==> config.mk <==
export PLATFORM = sky130hd
export DESIGN_NAME = uart_tx_arbiter_flat
export DESIGN_NICKNAME = d
export VERILOG_FILES = /design/src/rtl/uart_pkg.sv /design/src/rtl/uart_tx_arbiter_if.sv /design/src/rtl/uart_tx_serializer.sv /design/src/rtl/uart_tx_arbiter.sv /design/src/flat_wrapper.sv
export SDC_FILE = /design/constraint.sdc
export NUM_CORES = 1
export LEC_CHECK = 0
export ABC_AREA = 1
export CORE_ASPECT_RATIO = 1.5
export CORE_MARGIN = 4
export CORE_UTILIZATION = 30
export CTS_CLUSTER_DIAMETER = 60
export DETAILED_ROUTE_END_ITERATION = 7
export PLACE_DENSITY = 0.53
export SLEW_MARGIN = 40
export SYNTH_ARGS = -nofsm -noshare
export SYNTH_HDL_FRONTEND = slang
export SYNTH_SLANG_ARGS = --single-unit
==> constraint.sdc <==
create_clock -name clk -period 4.4 [get_ports clk]
set_input_delay 0.88 -clock clk [delete_from_list [all_inputs] [get_ports clk]]
set_output_delay 0.88 -clock clk [all_outputs]
set_load 0.005 [all_outputs]
==> src/rtl/uart_pkg.sv <==
// Shared types, constants and the round-robin priority helper for the UART arbiter.
package uart_pkg;

    localparam int unsigned UART_FRAME_BITS  = 10;
    localparam int unsigned DEFAULT_BAUD_DIV = 217;
    localparam int unsigned MAX_REQ          = 8;

    typedef enum logic [1:0] {
        ST_IDLE = 2'd0,
        ST_SEND = 2'd1,
        ST_HOLD = 2'd2
    } arb_state_e;

    // First valid requester strictly after ptr, wrapping modulo n; returns ptr if none valid.
    function automatic logic [2:0] rr_next(input logic [7:0] valid,
                                           input logic [2:0] ptr,
                                           input int unsigned n);
        logic [2:0]  win;
        logic        found;
        int unsigned idx;
        win   = ptr;
        found = 1'b0;
        for (int unsigned k = 1; k <= MAX_REQ; k++) begin
            idx = (32'(ptr) + k) % n;
            if (!found && (k <= n) && valid[3'(idx)]) begin
                win   = 3'(idx);
                found = 1'b1;
            end
        end
        return win;
    endfunction

endpackage

==> src/rtl/uart_tx_arbiter_if.sv <==
// Requester-side byte streams plus the shared serial line and arbiter status.
interface uart_tx_arbiter_if #(
    parameter int unsigned NUM_REQ = 4
) ();
    localparam int unsigned GW = (NUM_REQ > 1) ? $clog2(NUM_REQ) : 1;

    logic [NUM_REQ-1:0]   req_valid;
    logic [8*NUM_REQ-1:0] req_data;
    logic [NUM_REQ-1:0]   req_last;
    logic [NUM_REQ-1:0]   req_ready;
    logic                 uart_tx;
    logic                 busy;
    logic [GW-1:0]        grant_id;

    modport master (
        output req_valid, req_data, req_last,
        input  req_ready, uart_tx, busy, grant_id
    );

    modport slave (
        input  req_valid, req_data, req_last,
        output req_ready, uart_tx, busy, grant_id
    );
endinterface

==> src/rtl/uart_tx_serializer.sv <==
// 8N1 frame shifter: one start bit, eight data bits LSB first, one stop bit.
module uart_tx_serializer
    import uart_pkg::*;
#(
    parameter int unsigned BAUD_DIV = DEFAULT_BAUD_DIV
) (
    input  logic       clk,
    input  logic       rst,
    input  logic       load,
    input  logic [7:0] data,
    output logic       tx,
    output logic       done
);
    localparam int unsigned BAUD_W   = (BAUD_DIV > 1) ? $clog2(BAUD_DIV) : 1;
    localparam int unsigned LAST_BIT = UART_FRAME_BITS - 1;

    logic [UART_FRAME_BITS-1:0] shift_q, shift_d;
    logic [BAUD_W-1:0]          baud_q, baud_d;
    logic [3:0]                 bit_q, bit_d;
    logic                       active_q, active_d;
    logic                       bit_end_c;

    // Bit timing and shifting; the line always shows shift_q[0], all ones when idle.
    always_comb begin
        shift_d   = shift_q;
        baud_d    = baud_q;
        bit_d     = bit_q;
        active_d  = active_q;
        bit_end_c = active_q && (baud_q == BAUD_W'(BAUD_DIV - 1));
        done      = bit_end_c && (bit_q == 4'(LAST_BIT));
        if (load) begin
            shift_d  = {1'b1, data, 1'b0};
            baud_d   = '0;
            bit_d    = '0;
            active_d = 1'b1;
        end else if (active_q) begin
            if (bit_end_c) begin
                baud_d  = '0;
                shift_d = {1'b1, shift_q[UART_FRAME_BITS-1:1]};
                if (bit_q == 4'(LAST_BIT)) begin
                    bit_d    = '0;
                    active_d = 1'b0;
                end else begin
                    bit_d = bit_q + 4'd1;
                end
            end else begin
                baud_d = baud_q + BAUD_W'(1);
            end
        end
    end

    // State registers; reset aborts any frame and returns the line high.
    always_ff @(posedge clk) begin
        if (rst) begin
            shift_q  <= '1;
            baud_q   <= '0;
            bit_q    <= '0;
            active_q <= 1'b0;
        end else begin
            shift_q  <= shift_d;
            baud_q   <= baud_d;
            bit_q    <= bit_d;
            active_q <= active_d;
        end
    end

    assign tx = shift_q[0];

endmodule

==> src/rtl/uart_tx_arbiter.sv <==
// Round-robin, message-granular sharing of one UART transmit line among requesters.
module uart_tx_arbiter
    import uart_pkg::*;
#(
    parameter int unsigned NUM_REQ      = 4,
    parameter int unsigned BAUD_DIV     = DEFAULT_BAUD_DIV,
    parameter int unsigned HOLD_TIMEOUT = 4096
) (
    input  logic              clk,
    input  logic              rst,
    uart_tx_arbiter_if.slave  bus
);
    localparam int unsigned GW = (NUM_REQ > 1) ? $clog2(NUM_REQ) : 1;
    localparam int unsigned TW = (HOLD_TIMEOUT > 1) ? $clog2(HOLD_TIMEOUT) : 1;

    arb_state_e         state_q, state_d;
    logic [GW-1:0]      grant_q, grant_d;
    logic [GW-1:0]      rr_q, rr_d;
    logic [TW-1:0]      timer_q, timer_d;
    logic               last_q, last_d;
    logic [NUM_REQ-1:0] ready_c;
    logic               load_c;
    logic [GW-1:0]      winner_c;
    logic [GW-1:0]      sel_c;
    logic [7:0]         byte_c;
    logic               ser_done_c;
    logic               ser_tx;

    // Next owner when the line is free, searched from the requester after the last owner.
    always_comb begin
        winner_c = GW'(rr_next(8'(bus.req_valid), 3'(rr_q), NUM_REQ));
    end

    // Byte presented to the serializer: the rr winner when idle, the lock holder otherwise.
    always_comb begin
        sel_c  = (state_q == ST_HOLD) ? grant_q : winner_c;
        byte_c = '0;
        for (int unsigned i = 0; i < NUM_REQ; i++) begin
            if (sel_c == GW'(i)) begin
                byte_c = bus.req_data[8*i +: 8];
            end
        end
    end

    // Arbiter FSM: next state, ready strobes and serializer load.
    always_comb begin
        state_d = state_q;
        grant_d = grant_q;
        rr_d    = rr_q;
        timer_d = timer_q;
        last_d  = last_q;
        ready_c = '0;
        load_c  = 1'b0;
        if (!rst) begin
            unique case (state_q)
                ST_IDLE: begin
                    if (|bus.req_valid) begin
                        ready_c[winner_c] = 1'b1;
                        load_c            = 1'b1;
                        grant_d           = winner_c;
                        rr_d              = winner_c;
                        last_d            = bus.req_last[winner_c];
                        state_d           = ST_SEND;
                    end
                end
                ST_SEND: begin
                    if (ser_done_c) begin
                        if (last_q) begin
                            state_d = ST_IDLE;
                        end else begin
                            state_d = ST_HOLD;
                            timer_d = '0;
                        end
                    end
                end
                ST_HOLD: begin
                    ready_c[grant_q] = 1'b1;
                    if (bus.req_valid[grant_q]) begin
                        load_c  = 1'b1;
                        last_d  = bus.req_last[grant_q];
                        state_d = ST_SEND;
                    end else if (timer_q == TW'(HOLD_TIMEOUT - 1)) begin
                        state_d = ST_IDLE;
                    end else begin
                        timer_d = timer_q + TW'(1);
                    end
                end
                default: state_d = ST_IDLE;
            endcase
        end
    end

    // FSM, owner, rr pointer and hold timer registers.
    always_ff @(posedge clk) begin
        if (rst) begin
            state_q <= ST_IDLE;
            grant_q <= '0;
            rr_q    <= GW'(NUM_REQ - 1);
            timer_q <= '0;
            last_q  <= 1'b0;
        end else begin
            state_q <= state_d;
            grant_q <= grant_d;
            rr_q    <= rr_d;
            timer_q <= timer_d;
            last_q  <= last_d;
        end
    end

    uart_tx_serializer #(
        .BAUD_DIV (BAUD_DIV)
    ) u_ser (
        .clk  (clk),
        .rst  (rst),
        .load (load_c),
        .data (byte_c),
        .tx   (ser_tx),
        .done (ser_done_c)
    );

    assign bus.req_ready = ready_c;
    assign bus.uart_tx   = ser_tx;
    assign bus.busy      = (state_q != ST_IDLE);
    assign bus.grant_id  = grant_q;

endmodule

==> src/flat_wrapper.sv <==
// flat-port wrapper written by rule: the top's interface ports become plain ports
module uart_tx_arbiter_flat import uart_pkg::*;
#(
    parameter int unsigned NUM_REQ      = 4,
    parameter int unsigned BAUD_DIV     = DEFAULT_BAUD_DIV,
    parameter int unsigned HOLD_TIMEOUT = 4096
)
  (clk, rst, bus_req_valid, bus_req_data, bus_req_last, bus_req_ready, bus_uart_tx, bus_busy, bus_grant_id);
  uart_tx_arbiter_if #(.NUM_REQ(NUM_REQ)) bus_i ();
  input  logic clk;
  input  logic rst;
  input wire logic [$bits(bus_i.req_valid)-1:0] bus_req_valid;
  input wire logic [$bits(bus_i.req_data)-1:0] bus_req_data;
  input wire logic [$bits(bus_i.req_last)-1:0] bus_req_last;
  output wire logic [$bits(bus_i.req_ready)-1:0] bus_req_ready;
  output wire logic [$bits(bus_i.uart_tx)-1:0] bus_uart_tx;
  output wire logic [$bits(bus_i.busy)-1:0] bus_busy;
  output wire logic [$bits(bus_i.grant_id)-1:0] bus_grant_id;
  assign bus_i.req_valid = bus_req_valid;
  assign bus_i.req_data = bus_req_data;
  assign bus_i.req_last = bus_req_last;
  assign bus_req_ready = bus_i.req_ready;
  assign bus_uart_tx = bus_i.uart_tx;
  assign bus_busy = bus_i.busy;
  assign bus_grant_id = bus_i.grant_id;
  uart_tx_arbiter #(.NUM_REQ(NUM_REQ), .BAUD_DIV(BAUD_DIV), .HOLD_TIMEOUT(HOLD_TIMEOUT)) u_core (.clk(clk), .rst(rst), .bus(bus_i));
endmodule
==> summary.txt, run 1 <==
Run status
  – Status: completed

Critical path
  – Worst setup EP type: primary output
  – CP top delay family: buffers and inverters
  – R2R setup slack: 2.05 ns
  – CP cell instances: clkdlybuf4s50_1, nand2_1, nand2_1, nand2_2, nand2_2, inv_1, nand3_1, nand2_1, nand2_2, inv_1, nor2_1, a22oi_1, nor2_1, clkdlybuf4s50_1
  – Startpoint types: primary input
  – Buf/Inv on CP: 4
  – Reg2reg end: u_core.timer_q[7]
  – R2r worst-path depth: 16
  – Critical path class: in -> out
  – Reg2reg start: u_core.u_ser.baud_q[0]
  – Worst Path Required: 3.52 ns
  – CP peak stage delay: 0.54 ns
  – Crit-path max FO: 5
  – Data arrival, critical path: 3.12 ns
  – CP max-delay cell: clkdlybuf4s50_1

STA
  – Setup Viol. Count Final: 0
  – Min Hold Slack: approximately 0.46 ns
  – Layout Skew: 0.004024 ns
  – Slew Viols, Final: 0
  – Fin crit share: 90.96%
  – Max Freq: 0.2499 GHz
  – Slew @ Worst Pin: 0.4887 ns
  – Fin crit period: 4.002 ns
  – Fin. Hold Viols: 0
  – Relative slew slack: between 60% and 70%
  – RSZ-0062 raised after global routing: false
  – Setup TNS: 0 ns

Clock tree
  – CTS tree: built
  – CTS Buf Count: 5
  – Hold buffers post-CTS: 0
  – CTS H-tree depth: 2
  – Total setup buffers inserted after CTS: 0
  – Clock transition at path regs: 0.05 ns
  – Post-CTS sizing: 0
  – Clock root cell: clkbuf_16
  – Clock Path Buffers: 2
  – Clock latency on the worst-skew pair: 0.28 ns
  – Clock sinks: 41

GRT
  – First-pass GRT wire length: 11,030 um
  – Initial antenna violation count: 0
  – Total track usage: roughly an eighth
  – GR Overflow Total: 0
  – Pin count of the biggest net entering global routing: 22
  – Vias in the first global route: around 2,600

Yosys
  – Post-Syn Nets: 464
  – Syn. warnings: 0
  – Synthesized area: 2635 sq um
  – Area contributors post-synth: dfxtp_1 31%, nand2_1 17%, inv_1 8.7%
  – Top FF cell, synth: dfxtp_1
  – Sequential area share after synthesis: 31.15%
  – Post-synth EDFFs: 0
  – Number of standard cells after synthesis: 419
  – Synthesized area per cell: about 6.3 sq um
  – Yosys top cell by area: dfxtp_1
  – Asr flop ratio synth: 0%
  – Flops & latches, synth: between 40 and 50
  – Cell variety after synth: 35
  – Share of the synthesized area in the top cell type: between 30% and 40%

Run
  – Max Cap Viol: 0

Routing
  – Vias: 2,676
  – Drt pass-1 iters: 4
  – Residual DRC: 0
  – Remaining antenna violation count: 0
  – Iter 0 DRT Violations: 130
  – Drt via density: 4.638
  – DRT Wirelength: about 6500 um
  – Routed wire length per instance: 11.31 um

Floorplan
  – Die area: slightly above 10,000 sq um
  – IO Count: 50
  – DIE WIDTH: 84.52 um
  – Die Height: 122.8 um
  – Initial core utilization: between 30% and 40%
  – Core area: 8516 sq um
  – FP Rows: 41

Min path
  – Hold WC Path Type: reg -> reg
  – Worst Hold End: u_core.timer_q[11]
  – Hold Path Depth: 2
  – Hold path startpoint: u_core.timer_q[11]

Finish
  – Synth-to-Final Area Change: 27.26%
  – Multi-input gate area: 1508 sq um
  – Storage cell area: ~800 sq um
  – Layout cells sized above 1: approximately 8.3%
  – Fill cells: ~930
  – ANT cells: 0
  – Cell Count, Final, Fillers Out: 577
  – Final Net Count: slightly above 500
  – Final Util: just under 40%

Place
  – Placed cells: 569
  – Post-DP HPWL: 5130 um
  – RePlAce Congestion: between 0.8 and 0.9
  – Port bufs: 49

Power
  – Leak: 1.415 nW
  – Max VDD drop: 0.2687 mV
  – Design Power: 1.849 mW
  – Pwr dens: 551.3 nW/um^2
==> cell usage in the layout, fill, tap and decap left out, types with 3 or more instances in the layout <==
| cell | netlist | final |
|---|---|---|
| a211oi_1 | 5 | 5 |
| a21oi_1 | 28 | 28 |
| clkbuf_16 | 0 | 5 |
| clkdlybuf4s50_1 | 0 | 49 |
| dfxtp_1 | 41 | 41 |
| ha_1 | 3 | 3 |
| inv_1 | 61 | 61 |
| inv_2 | 4 | 4 |
| nand2_1 | 119 | 119 |
| nand2_2 | 8 | 8 |
| nand3_1 | 31 | 31 |
| nand3_2 | 5 | 5 |
| nand4_1 | 10 | 10 |
| nor2_1 | 36 | 36 |
| nor2_2 | 7 | 7 |
| nor3_1 | 9 | 9 |
| nor3b_1 | 3 | 3 |
| o211ai_1 | 3 | 3 |
| o21ai_0 | 15 | 15 |
| o21ai_1 | 4 | 4 |
| xor2_1 | 4 | 4 |
==> synth_stat cells, types with 7 or more instances <==
cell type	n
a21oi_1	28
nand3_1	31
nor2_2	7
nand2_1	119
o21ai_0	15
inv_1	61
nor2_1	36
nand4_1	10
dfxtp_1	41
nor3_1	9
nand2_2	8
==> how the worst max path moves through the flow <==
stage                startpoint  cells after the start               end
6_report       bus_req_valid[0]                     14  bus_req_ready[1]
3_3_place_gp   bus_req_valid[0]                     14  bus_req_ready[1]
4_1_cts        bus_req_valid[0]                     14  bus_req_ready[1]
5_1_grt        bus_req_valid[1]                     13  bus_req_ready[3]
3_5_place_dp   bus_req_valid[0]                     14  bus_req_ready[1]
2_1_floorplan  bus_req_valid[2]                     11  bus_req_ready[1]
==> per-stage QoR <==
stage | setup WS, ns | area [sq um]
2_1_floorplan | 1.610 | 2635
3_3_place_gp | 0.4731 | 3214
3_5_place_dp | 0.4093 | 3214
4_1_cts | 0.4037 | 3353
5_1_grt | 0.1950 | 3353
6_report | 0.3979 | 3353
==> cell families after synthesis <==
| family | Yosys count | synth area share, % |
|---|---|---|
| compound gates | 60 | 13.06 |
| buf+inv | 74 | 11.63 |
| flops | 41 | 31.15 |
| fa+ha+maj | 3 | 1.425 |
| simple gates | 237 | 41.41 |
| xor+xnor | 4 | 1.329 |
==> sequential cells by signal, indices dropped and copies added, names as in the netlist <==
signal and count:
u_core.rr_q 2, u_core.timer_q 12, u_core.last_q 1, u_core.state_q 2, u_core.u_ser.bit_q 4, u_core.u_ser.active_q 1, u_core.bus.grant_id 2, u_core.u_ser.baud_q 8
u_core.u_ser.shift_q 9
==> final cells by class <==
type                    instances  area share, %
repair buffers                 50          14.85
well taps                     107          3.993
multi-input cells             304          44.96
inverters                      67          7.575
clock buffers                   6          3.843
clock inverters                 2         0.2985
flip-flops and latches         41          24.48
==> where the power goes <==
part / switching (mW) / total (mW) / internal (mW)
registers: 0.0582 / 0.479 / 0.420
logic: 0.659 / 1.02 / 0.365
clock network: 0.138 / 0.346 / 0.208
total: 0.855 / 1.85 / 0.993
==> routing by layer <==
layer | global-route usage, % | vias to the layer above | wire length [um]
met5 | 0 | - | 0
met4 | 4.554 | 0 | 97
met3 | 2.619 | 6 | 276
met2 | 23.73 | 46 | 3241
met1 | 14.27 | 1183 | 2909
li1 | - | 1441 | -
==> worst min-delay path: stages (launching register included) <==
cell,delay (ns)
dfxtp_1,0.31
inv_1,0.05
a21oi_1,0.06
No activity file was read; power rests on OpenSTA's default activity.
==> inputs of run 2 (changes only) <==
==> constraint.sdc (replaced) <==
create_clock -name clk -period 5.1 [get_ports clk]
set_input_delay 1.02 -clock clk [delete_from_list [all_inputs] [get_ports clk]]
set_output_delay 1.02 -clock clk [all_outputs]
set_load 0.005 [all_outputs]
==> summary.txt, run 2 (synthesized netlist as in run 1, its figures left out) <==
Critical path
  – Worst setup EP type: primary output (unchanged)
  – CP Launch Point: bus_req_valid[0] (unchanged)
  – Startpoint types: primary input (unchanged)
  – Critical path class: in -> out (unchanged)
  – CP top delay family: buffers and inverters (unchanged)
  – Crit-path max FO: 5 (unchanged)
  – Worst path depth: 14 (unchanged)
  – CP cell instances: clkdlybuf4s50_1, nand2_1, nand2_1, nand2_2, nand2_2, inv_1, nand3_1, nand2_1, nand2_2, inv_1, nor2_1, a21oi_1, nor2_1, clkdlybuf4s50_1 (was clkdlybuf4s50_1, nand2_1, nand2_1, nand2_2, nand2_2, inv_1, nand3_1, nand2_1, nand2_2, inv_1, nor2_1, a22oi_1, nor2_1, clkdlybuf4s50_1)
  – CP max-delay cell: clkdlybuf4s50_1 (unchanged)
  – Worst Path Required: 4.08 ns (was 3.52 ns)
  – Buf/Inv on CP: 4 (unchanged)
  – R2r worst-path depth: 16 (unchanged)
  – Data arrival, critical path: 3.28 ns (was 3.12 ns)
  – Reg2reg start: u_core.u_ser.baud_q[0] (unchanged)
  – CP peak stage delay: 0.54 ns (about the same)

GRT
  – Vias in the first global route: 2,466 (was 2,574)
  – GR Overflow Total: 0 (unchanged)
  – Pin count of the biggest net entering global routing: 22 (unchanged)
  – Initial antenna violation count: 0 (unchanged)
  – First-pass GRT wire length: 11,000 um (was 11,030 um)
  – Total track usage: 12.81% (was 12.78%)

STA
  – Setup Viol. Count Final: 0 (unchanged)
  – RSZ-0062 raised after global routing: false (unchanged)
  – Slew @ Worst Pin: 0.4810 ns (was 0.4887 ns)
  – Max Freq: 0.2328 GHz
  – Layout Skew: 0.004627 ns (was 0.004024 ns)
  – Fin crit period: 4.296 ns
  – Fin. Hold Viols: 0 (unchanged)
  – Fin crit share: 84.24%
  – Min Hold Slack: 0.4560 ns (was 0.4582 ns)
  – Slew Viols, Final: 0 (unchanged)
  – Relative slew slack: 67.90% (was 67.39%)
  – Setup TNS: 0 ns (unchanged)

Routing
  – DRT Wirelength: 6550 um (was 6524 um)
  – Drt pass-1 iters: 4 (unchanged)
  – Drt via density: 4.662 (was 4.638)
  – Remaining antenna violation count: 0 (unchanged)
  – Vias: 2,690 (was 2,676)
  – Routed wire length per instance: 11.35 um (was 11.31 um)
  – Residual DRC: 0 (unchanged)
  – Iter 0 DRT Violations: 128 (was 130)

Power
  – Pwr dens: 483.6 nW/um^2 (was 551.3 nW/um^2)
  – Clock power frac: 20.5% (was 18.7%)
  – Design Power: 1.631 mW (was 1.849 mW)
  – Combinational fraction of design power: 54.3% (was 55.4%)
  – Internal Power: 0.8845 mW (was 0.9934 mW)
  – Max VDD drop: 0.2077 mV (was 0.2687 mV)
  – Leak: 1.424 nW (was 1.415 nW)
  – Register share of total power: 25.3% (was 25.9%)
  – Switching Share: 45.76% (was 46.26%)
  – NetSw: 0.7463 mW (was 0.8552 mW)

Finish
  – Commonest non-fill, non-tap cells in the layout: 119 x nand2_1, 61 x inv_1, 49 x clkdlybuf4s50_1 (unchanged)
  – Top Registers: u_core.timer_q x12, u_core.u_ser.shift_q x9, u_core.u_ser.baud_q x8 (unchanged)
  – Final Util: 39.60% (was 39.38%)
  – Synth-to-Final Area Change: 27.97% (was 27.26%)
  – Max FFs per register: 12 (unchanged)
  – Final Net Count: 514 (unchanged)
  – Commonest non-fill, non-tap cell in the layout: nand2_1 (unchanged)
  – Fill cells: 955 (was 932)
  – Biggest register: u_core.timer_q (unchanged)
  – ANT cells: 0 (unchanged)
  – Layout cells sized above 1: 8.511% (was 8.298%)

Run status
  – Status: completed (unchanged)

Floorplan
  – IO Count: 50 (unchanged)
  – FP Rows: 41 (unchanged)
  – Die area: 10,380 sq um (unchanged)
  – Die Height: 122.8 um (unchanged)
  – Initial core utilization: 30.94% (unchanged)
  – Core area: 8516 sq um (unchanged)
  – DIE WIDTH: 84.52 um (unchanged)

Run
  – Max Cap Viol: 0 (unchanged)

Clock tree
  – Clock latency on the worst-skew pair: 0.29 ns (was 0.28 ns)
  – Clock Path Buffers: 2 (unchanged)
  – Clock sinks: 41 (unchanged)
  – Clock root cell: clkbuf_16 (unchanged)
  – CTS tree: built (unchanged)
  – CTS Buf Count: 5 (unchanged)
  – Hold buffers post-CTS: 0 (unchanged)
  – Clock transition at path regs: 0.06 ns (was 0.05 ns)
  – Post-CTS sizing: 0 (unchanged)
  – Total setup buffers inserted after CTS: 0 (unchanged)
  – CTS H-tree depth: 2 (unchanged)

Min path
  – Hold Path Depth: 2 (unchanged)
  – Hold WC Path Type: reg -> reg (unchanged)
  – Hold path startpoint: u_core.timer_q[11] (unchanged)

Place
  – RePlAce Congestion: 0.8198 (was 0.8237)
  – Post-DP HPWL: 5118 um (was 5130 um)
  – Port bufs: 49 (unchanged)
run 2: worst paths after layout:
path                                            to  slack [ns]
worst max-delay path              bus_req_ready[3]        0.80
worst min-delay path            u_core.timer_q[11]        0.46
worst max register to register   u_core.timer_q[7]        2.78
worst min register to register  u_core.timer_q[11]        0.46
run 2: power by group through the flow:
stage / sequential, mW / combinational [mW] / clock (mW)
after detailed placement: 0.419 / 0.887 / 0
after CTS: 0.412 / 0.892 / 0.343
after global placement: 0.419 / 0.892 / 0
after floorplan: 0.394 / 0.689 / 0
final: 0.412 / 0.885 / 0.334
after global routing: 0.420 / 1.01 / 0.355
run 2: area by class of cell:
type                            count  area, sq um  area share, %
Sequential cell                    41        820.8          24.34
Timing Repair Buffer               50        498.0          14.77
Multi-Input combinational cell    304         1508          44.71
Tap cell                          107        133.9          3.970
Clock buffer                        7        152.6          4.527
Inverter                           67        254.0          7.532
Clock inverter                      1        5.005         0.1484
run 2: tightest hold or removal path, stage by stage, from the launching register on:
cell and delay [ns]:
dfxtp_1 0.31, inv_1 0.05, a21oi_1 0.05
run 2: metrics by stage:
stage / setup WS [ns] / instance area, sq um / std cells
3_5_place_dp: 0.8316 / 3214 / 569
2_1_floorplan: 2.030 / 2635 / 419
4_1_cts: 0.8238 / 3372 / 577
6_report: 0.8040 / 3372 / 577
3_3_place_gp: 0.8926 / 3214 / 569
5_1_grt: 0.5912 / 3372 / 577
run 2: per-layer routing:
metal	track usage, %	share of wire, %
met1	14.49	45
met2	23.48	49
met3	2.821	4.7
met4	4.455	1.6
met5	0	0
